$ cat src/rtl/tensor_pkg.sv
// -----------------------------------------------------------------------------
// tensor_pkg
// Definitions shared by the tensor record readers and the shape-processing
// blocks:
//   reader_state_t : read-master FSM states
//   MAX_DIMS       : largest legal ndims in a tensor header
//   HDR_NDIM_OFS   : word offset of the ndims field in a record
//   HDR_DIM0_OFS   : word offset of the first dimension field in a record
// -----------------------------------------------------------------------------
package tensor_pkg;

  localparam int MAX_DIMS     = 4;
  localparam int HDR_NDIM_OFS = 0;
  localparam int HDR_DIM0_OFS = 1;

  typedef enum logic [2:0] {
    ST_IDLE,
    ST_NDIM,
    ST_DIM,
    ST_STREAM,
    ST_FIN,
    ST_ERR
  } reader_state_t;

endpackage

$ cat src/rtl/tensor_dim_mul.sv
// -----------------------------------------------------------------------------
// tensor_dim_mul
// Combinational W x W -> W multiply with an overflow flag. Used to accumulate
// the element count of a tensor shape one dimension at a time.
// Ports:
//   a, b     in  W : operands
//   product  out W : low W bits of a*b
//   overflow out 1 : any of the upper W bits of the full product are set
// -----------------------------------------------------------------------------
module tensor_dim_mul #(
  parameter int W = 32
) (
  input  logic [W-1:0] a,
  input  logic [W-1:0] b,
  output logic [W-1:0] product,
  output logic         overflow
);

  logic [2*W-1:0] full;

  assign full     = {{W{1'b0}}, a} * {{W{1'b0}}, b};
  assign product  = full[W-1:0];
  assign overflow = |full[2*W-1:W];

endmodule

$ cat src/rtl/tensor_stream_reader.sv
// -----------------------------------------------------------------------------
// tensor_stream_reader
// Read master in front of the M9K controller. On start it parses the record
// [ndims][dim_0 .. dim_{ndims-1}][elements...] at base_addr, multiplies the
// dims into an element count, streams every element out over valid/ready and
// reports the address of the word after the record. Never writes memory.
//
// Optional build macro: TENSOR_READER_BOUNDS_EN
//   When defined, reads at or beyond MEM_DEPTH, or a payload that would run
//   past MEM_DEPTH, abort the record with an error pulse instead of reading.
//   When undefined, addresses wrap modulo 2**ADDR_W.
//
// Ports:
//   clk, rst_l             clock, asynchronous active-low reset
//   start, base_addr       begin a read at base_addr (sampled in IDLE only)
//   busy                   high in any state except IDLE
//   done, error            one-cycle completion / abort pulses
//   elem_count             product of dims
//   next_addr              address after the record, updated with done
//   mem_addr, mem_w_en     M9K controller address, write enable (always 0)
//   mem_rdata              combinational read data for mem_addr
//   out_valid, out_ready   element handshake
//   out_data, out_last     element value, final-element marker
// -----------------------------------------------------------------------------
module tensor_stream_reader
  import tensor_pkg::*;
#(
  parameter int ADDR_W    = 15,
  parameter int DATA_W    = 32,
  parameter int MAX_DIMS  = tensor_pkg::MAX_DIMS,
  parameter int MEM_DEPTH = 2**15
) (
  input  logic              clk,
  input  logic              rst_l,
  input  logic              start,
  input  logic [ADDR_W-1:0] base_addr,
  output logic              busy,
  output logic              done,
  output logic              error,
  output logic [DATA_W-1:0] elem_count,
  output logic [ADDR_W-1:0] next_addr,
  output logic [ADDR_W-1:0] mem_addr,
  output logic              mem_w_en,
  input  logic [DATA_W-1:0] mem_rdata,
  output logic              out_valid,
  input  logic              out_ready,
  output logic [DATA_W-1:0] out_data,
  output logic              out_last
);

  localparam int DIM_W = $clog2(MAX_DIMS + 1);

  if (MEM_DEPTH < 1 || MEM_DEPTH > 2**ADDR_W) begin : g_bad_depth
    $error("tensor_stream_reader: MEM_DEPTH does not fit ADDR_W");
  end

  reader_state_t     state, state_d;
  logic [ADDR_W-1:0] ptr;
  logic [DATA_W-1:0] count;
  logic [DATA_W-1:0] remaining;
  logic [DIM_W-1:0]  dim_left;

  logic [DATA_W-1:0] prod;
  logic              ovf;
  logic              hdr_bad;
  logic              ptr_oob;
  logic              span_oob;

  tensor_dim_mul #(.W(DATA_W)) u_dim_mul (
    .a        (count),
    .b        (mem_rdata),
    .product  (prod),
    .overflow (ovf)
  );

  assign hdr_bad = (mem_rdata == '0) || (mem_rdata > DATA_W'(MAX_DIMS));

`ifdef TENSOR_READER_BOUNDS_EN
  // Checked at 64 bits so ptr + 1 + count cannot wrap before the compare.
  assign ptr_oob  = 64'(ptr) >= 64'(MEM_DEPTH);
  assign span_oob = (64'(ptr) + 64'd1 + 64'(prod)) > 64'(MEM_DEPTH);
`else
  assign ptr_oob  = 1'b0;
  assign span_oob = 1'b0;
`endif

  // NOTE: async active-low reset in the sensitivity list; state updates use
  // non-blocking assignments so every flop samples pre-edge values.
  always_ff @(posedge clk or negedge rst_l) begin
    if (!rst_l) state <= ST_IDLE;
    else        state <= state_d;
  end

  // NOTE: every combinational output gets a default first so no path leaves
  // it unassigned, which would otherwise infer a latch.
  always_comb begin
    state_d = state;
    unique case (state)
      ST_IDLE:   if (start) state_d = ST_NDIM;
      ST_NDIM:   state_d = (ptr_oob || hdr_bad) ? ST_ERR : ST_DIM;
      ST_DIM: begin
        if (ptr_oob || ovf)              state_d = ST_ERR;
        else if (dim_left == DIM_W'(1)) begin
          if (prod == '0)                state_d = ST_FIN;
          else if (span_oob)             state_d = ST_ERR;
          else                           state_d = ST_STREAM;
        end
      end
      ST_STREAM: begin
        if (ptr_oob)                                     state_d = ST_ERR;
        else if (out_ready && remaining == DATA_W'(1))   state_d = ST_FIN;
      end
      ST_FIN:    state_d = ST_IDLE;
      ST_ERR:    state_d = ST_IDLE;
      default:   state_d = ST_IDLE;
    endcase
  end

  always_comb begin
    busy      = (state != ST_IDLE);
    done      = (state == ST_FIN);
    error     = (state == ST_ERR);
    out_valid = (state == ST_STREAM) && !ptr_oob;
    out_data  = out_valid ? mem_rdata : '0;
    out_last  = out_valid && (remaining == DATA_W'(1));
  end

  assign mem_addr   = ptr;
  assign mem_w_en   = 1'b0;
  assign elem_count = count;

  always_ff @(posedge clk or negedge rst_l) begin
    if (!rst_l) begin
      ptr       <= '0;
      count     <= '0;
      remaining <= '0;
      dim_left  <= '0;
      next_addr <= '0;
    end else begin
      unique case (state)
        ST_IDLE: if (start) begin
          ptr   <= base_addr + ADDR_W'(HDR_NDIM_OFS);
          count <= DATA_W'(1);
        end
        ST_NDIM: begin
          ptr      <= ptr + ADDR_W'(HDR_DIM0_OFS - HDR_NDIM_OFS);
          dim_left <= mem_rdata[DIM_W-1:0];
        end
        ST_DIM: begin
          count     <= prod;
          remaining <= prod;
          ptr       <= ptr + ADDR_W'(1);
          dim_left  <= dim_left - DIM_W'(1);
        end
        ST_STREAM: if (out_ready && out_valid) begin
          ptr       <= ptr + ADDR_W'(1);
          remaining <= remaining - DATA_W'(1);
        end
        default: ;
      endcase
      // FIN is only reached from DIM or STREAM, and both advance ptr by one
      // on that edge, so the word after the record is ptr + 1.
      if (state_d == ST_FIN) next_addr <= ptr + ADDR_W'(1);
    end
  end

endmodule

$ cat config.mk
export PLATFORM = sky130hd
export DESIGN_NAME = tensor_stream_reader
export DESIGN_NICKNAME = d
export VERILOG_FILES = /design/src/rtl/tensor_pkg.sv /design/src/rtl/tensor_dim_mul.sv /design/src/rtl/tensor_stream_reader.sv
export SDC_FILE = /design/constraint.sdc
export NUM_CORES = 2
export LEC_CHECK = 0
export BUFFER_PORTS_ARGS = -buffer_cell sky130_fd_sc_hd__buf_2
export CORE_AREA = 2 2 391 393
export DETAILED_ROUTE_END_ITERATION = 8
export DIE_AREA = 0 0 393 395
export PLACE_DENSITY_LB_ADDON = 0.1
export SYNTH_ARGS = -nofsm -noshare
export SYNTH_HDL_FRONTEND = slang
export SYNTH_SLANG_ARGS = --single-unit
$ cat constraint.sdc
create_clock -name clk -period 8.1 [get_ports clk]
set_input_delay 1.215 -clock clk [delete_from_list [all_inputs] [get_ports clk]]
set_output_delay 1.215 -clock clk [all_outputs]
set_load 0.005 [all_outputs]
==> impl_metrics.toml <==
[global_route]
grt_usage = 0.184
first_global_vias = 34400
antenna_found_initial = 15
grt_overflow = 0
grt_pass1_wl_um = 218000
grt_max_degree = 55

[synthesis]
syn_inst = 4132
synth-xor-area-share = 0.0128
synth_area_mm2 = 0.0376
synth_mux_area_frac = 0.00781
ys_ff_latch = 100
avgSynthCellArea_um2 = 9.11
synth_area_leaders = "fa_1, ha_1, nand2_1"
yosys_warnings = 0
synth_top_area_cell = "fa_1"
synth_top_family_by_area = "adder cells"
synth_flop_cell = "dfrtp_1"
yosys.area_share.simple = 0.191
seq_area_frac_synth = 0.0665
synth_fp_nets = 5347
synth_compound_area_frac = 0.0751
synth_top_area_share = 0.477
synth.distinct_cells = 80
ys_async_sr_fraction = 1.00
synth_fa_ha_area_frac = 0.566
synth_edf_count = 0

[timing]
rsz0062_at_grt = "yes"
min_period_over_period = 1.12
period_needed_ns = 9.05
relSlewSlack = 0.258
hold_viol = 0
finalWorstSetupSlack_ns = -0.950
clock_skew_ns = 0.00841
setup_viol = 18
worst_pin_slew_ns = 1.11
hold_ws_ns = 0.485
finalMaxSlewViolations = 0
clock.fmax_mhz = 110
setup-tns-final_ns = -15.51

[drt]
drt_wl_total_um = 140000
drcViolationCount = 0
vias = 30600
drtIter0Drc = 1581
first_pass_iters = 5
drtAntennaViolNets = 0
viasPerCell = 4.57
wl_per_cell_um = 21.0

[final_layout]
finalNetCount = 5858
nFillCells = 16000
syn2layout_area_growth_pct = 25.3
drive_above_1_share = 0.216
fin_cells = 6681
mostFrequentLayoutCell = "fa_1"
mostFrequentLayoutCells = "fa_1, nand2_1, buf_4"

[cts]
ctsRootBufferMaster = "clkbuf_16"
cts_tree = "built"
clk_pin_slew_ns = 0.07
clock-sinks = 100
numCtsBuffers = 9
ctsLongestPathBuffers = 2
h-tree-depth = 3
clock_latency_ns = 0.35

[placed_design]
dp_hpwl_um = 121000
gp_congestion = 0.856
port_buffers = 149
dp_cells = 6628
dp_slack_ns = -2.22

[worst_setup_path]
crit_required_ns = 8.32
end_kind = "register"
critPathMaxFanout = 16
worst-setup-path-type = "primary input to register"
crit_path_max_incr_delay_ns = 0.59
crit_path_frequent_cell = "fa_1"
worst_setup_path_start_kind = "primary input"
path_delay_family = "adder cells"
cp_slowest_cell = "fa_2"
arrival_ns = 9.27
worst-path-buf-inv = 9

[floorplan]
start_util = 0.249
die_w_um = 393
dieArea_mm2 = 0.155
coreArea_mm2 = 0.151
num_io_pins = 151
placementRows = 143
die_h_um = 395

[power]
vdd_ir_drop_max_v = 0.000134
power.leakage_nw = 17.5
p_per_area_mw_per_mm2 = 46.8
power.total_mw = 2.21

[run_status]
violations = "negative setup slack"
outcome = "finished, violations left"

[min_path]
hold_path_class = "register to register"

[job]
drv_cap = 0
## Yosys cell counts (7+ instances only)
| cell | n |
|---|---|
| a31oi_1 | 9 |
| nand2_1 | 817 |
| nor2_1 | 116 |
| mux2i_1 | 8 |
| a21oi_1 | 147 |
| nand4_1 | 31 |
| nand2b_1 | 7 |
| nor2b_1 | 17 |
| xnor2_1 | 28 |
| o211ai_1 | 14 |
| a22o_1 | 30 |
| o21bai_1 | 9 |
| a211oi_1 | 10 |
| clkbuf_1 | 275 |
| o22ai_1 | 10 |
| a21o_1 | 19 |
| inv_1 | 528 |
| ha_1 | 268 |
| mux2_4 | 9 |
| a22oi_1 | 11 |
| o21a_1 | 18 |
| fa_1 | 896 |
| nand3_1 | 40 |
| dfrtp_1 | 100 |
| and3_1 | 47 |
| or4_1 | 9 |
| mux2_2 | 7 |
| xor2_1 | 27 |
| nor3_1 | 34 |
| or3_1 | 11 |
| nor4_1 | 25 |
| o21ai_0 | 123 |
| and2_1 | 344 |
## state kept, by name (all words and copies together), names as in the netlist
signal and cells:
mem_addr 15, state 3, next_addr 15, elem_count 32, remaining 32, dim_left 3
## power by group
part           switching [mW]  total (mW)  internal [mW]
logic                   0.612        1.01          0.402
registers               0.156       0.775          0.619
clock network           0.204       0.419          0.215
## metal layers
metal	GRT usage	share of wire	vias up
met4	0.0189	0.0095	0
li1	-	-	13900
met5	0	0	-
met1	0.271	0.48	16100
met2	0.305	0.48	520
met3	0.0124	0.032	64
## per-stage QoR
stage	area, µm²	utilization
4_1_cts	46500	0.308
3_3_place_gp	45200	0.299
2_1_floorplan	38000	-
6_report	47200	0.312
3_5_place_dp	45200	0.299
5_1_grt	47100	0.312
## layout make-up
type                    count  area (µm²)  area share
clock inverters             4        26.3    0.000557
repair buffers            779        6750       0.143
clock buffers              11         243     0.00515
inverters                 529        1990      0.0421
multi-input cells        3224       33100       0.702
diodes                      4        10.0    0.000212
well taps                2030        2540      0.0539
flip-flops and latches    100        2500      0.0531
## worst reg2reg max path: cells and delay by family (launching register included)
kind                       cells  cell delay [ns]
AOI/OAI and AO/OA              6             0.84
adders and majority gates      9             4.32
buffers and inverters          9             1.20
DFF                            1             0.42
and+or+nand+nor                7             1.81
## path summary, 6_finish.rpt
| check | cells past startpoint | slack [ns] | from | to |
|---|---|---|---|---|
| hold / removal | 2 | 0.48 | remaining[27] | remaining[27] |
| setup / recovery | 30 | -0.95 | mem_rdata[14] | state[0] |
| max in group asynchronous | 2 | 5.94 | rst_l | elem_count[18] |
| setup reg to reg | 31 | -0.60 | elem_count[20] | state[0] |
| min in group asynchronous | 1 | 0.90 | rst_l | mem_addr[6] |
| hold reg to reg | 2 | 0.48 | remaining[27] | remaining[27] |
## cell families after synthesis
group | count (synthesis)
AOI/OAI and AO/OA | 455
xor gates and xnor gates | 55
adders and majority gates | 1164
buffers and inverters | 809
DFF | 100
muxes | 24
other | 1
and+or+nand+nor | 1524
## repair_timing
item	4_1_cts	5_1_grt
hold buffers	0	0
buffers inserted	29	5
setup endpoints to repair	31	24
pin swaps	65	76
gates resized for setup	205	130
gates cloned	1	0
No activity file was read; power rests on OpenSTA's default activity.
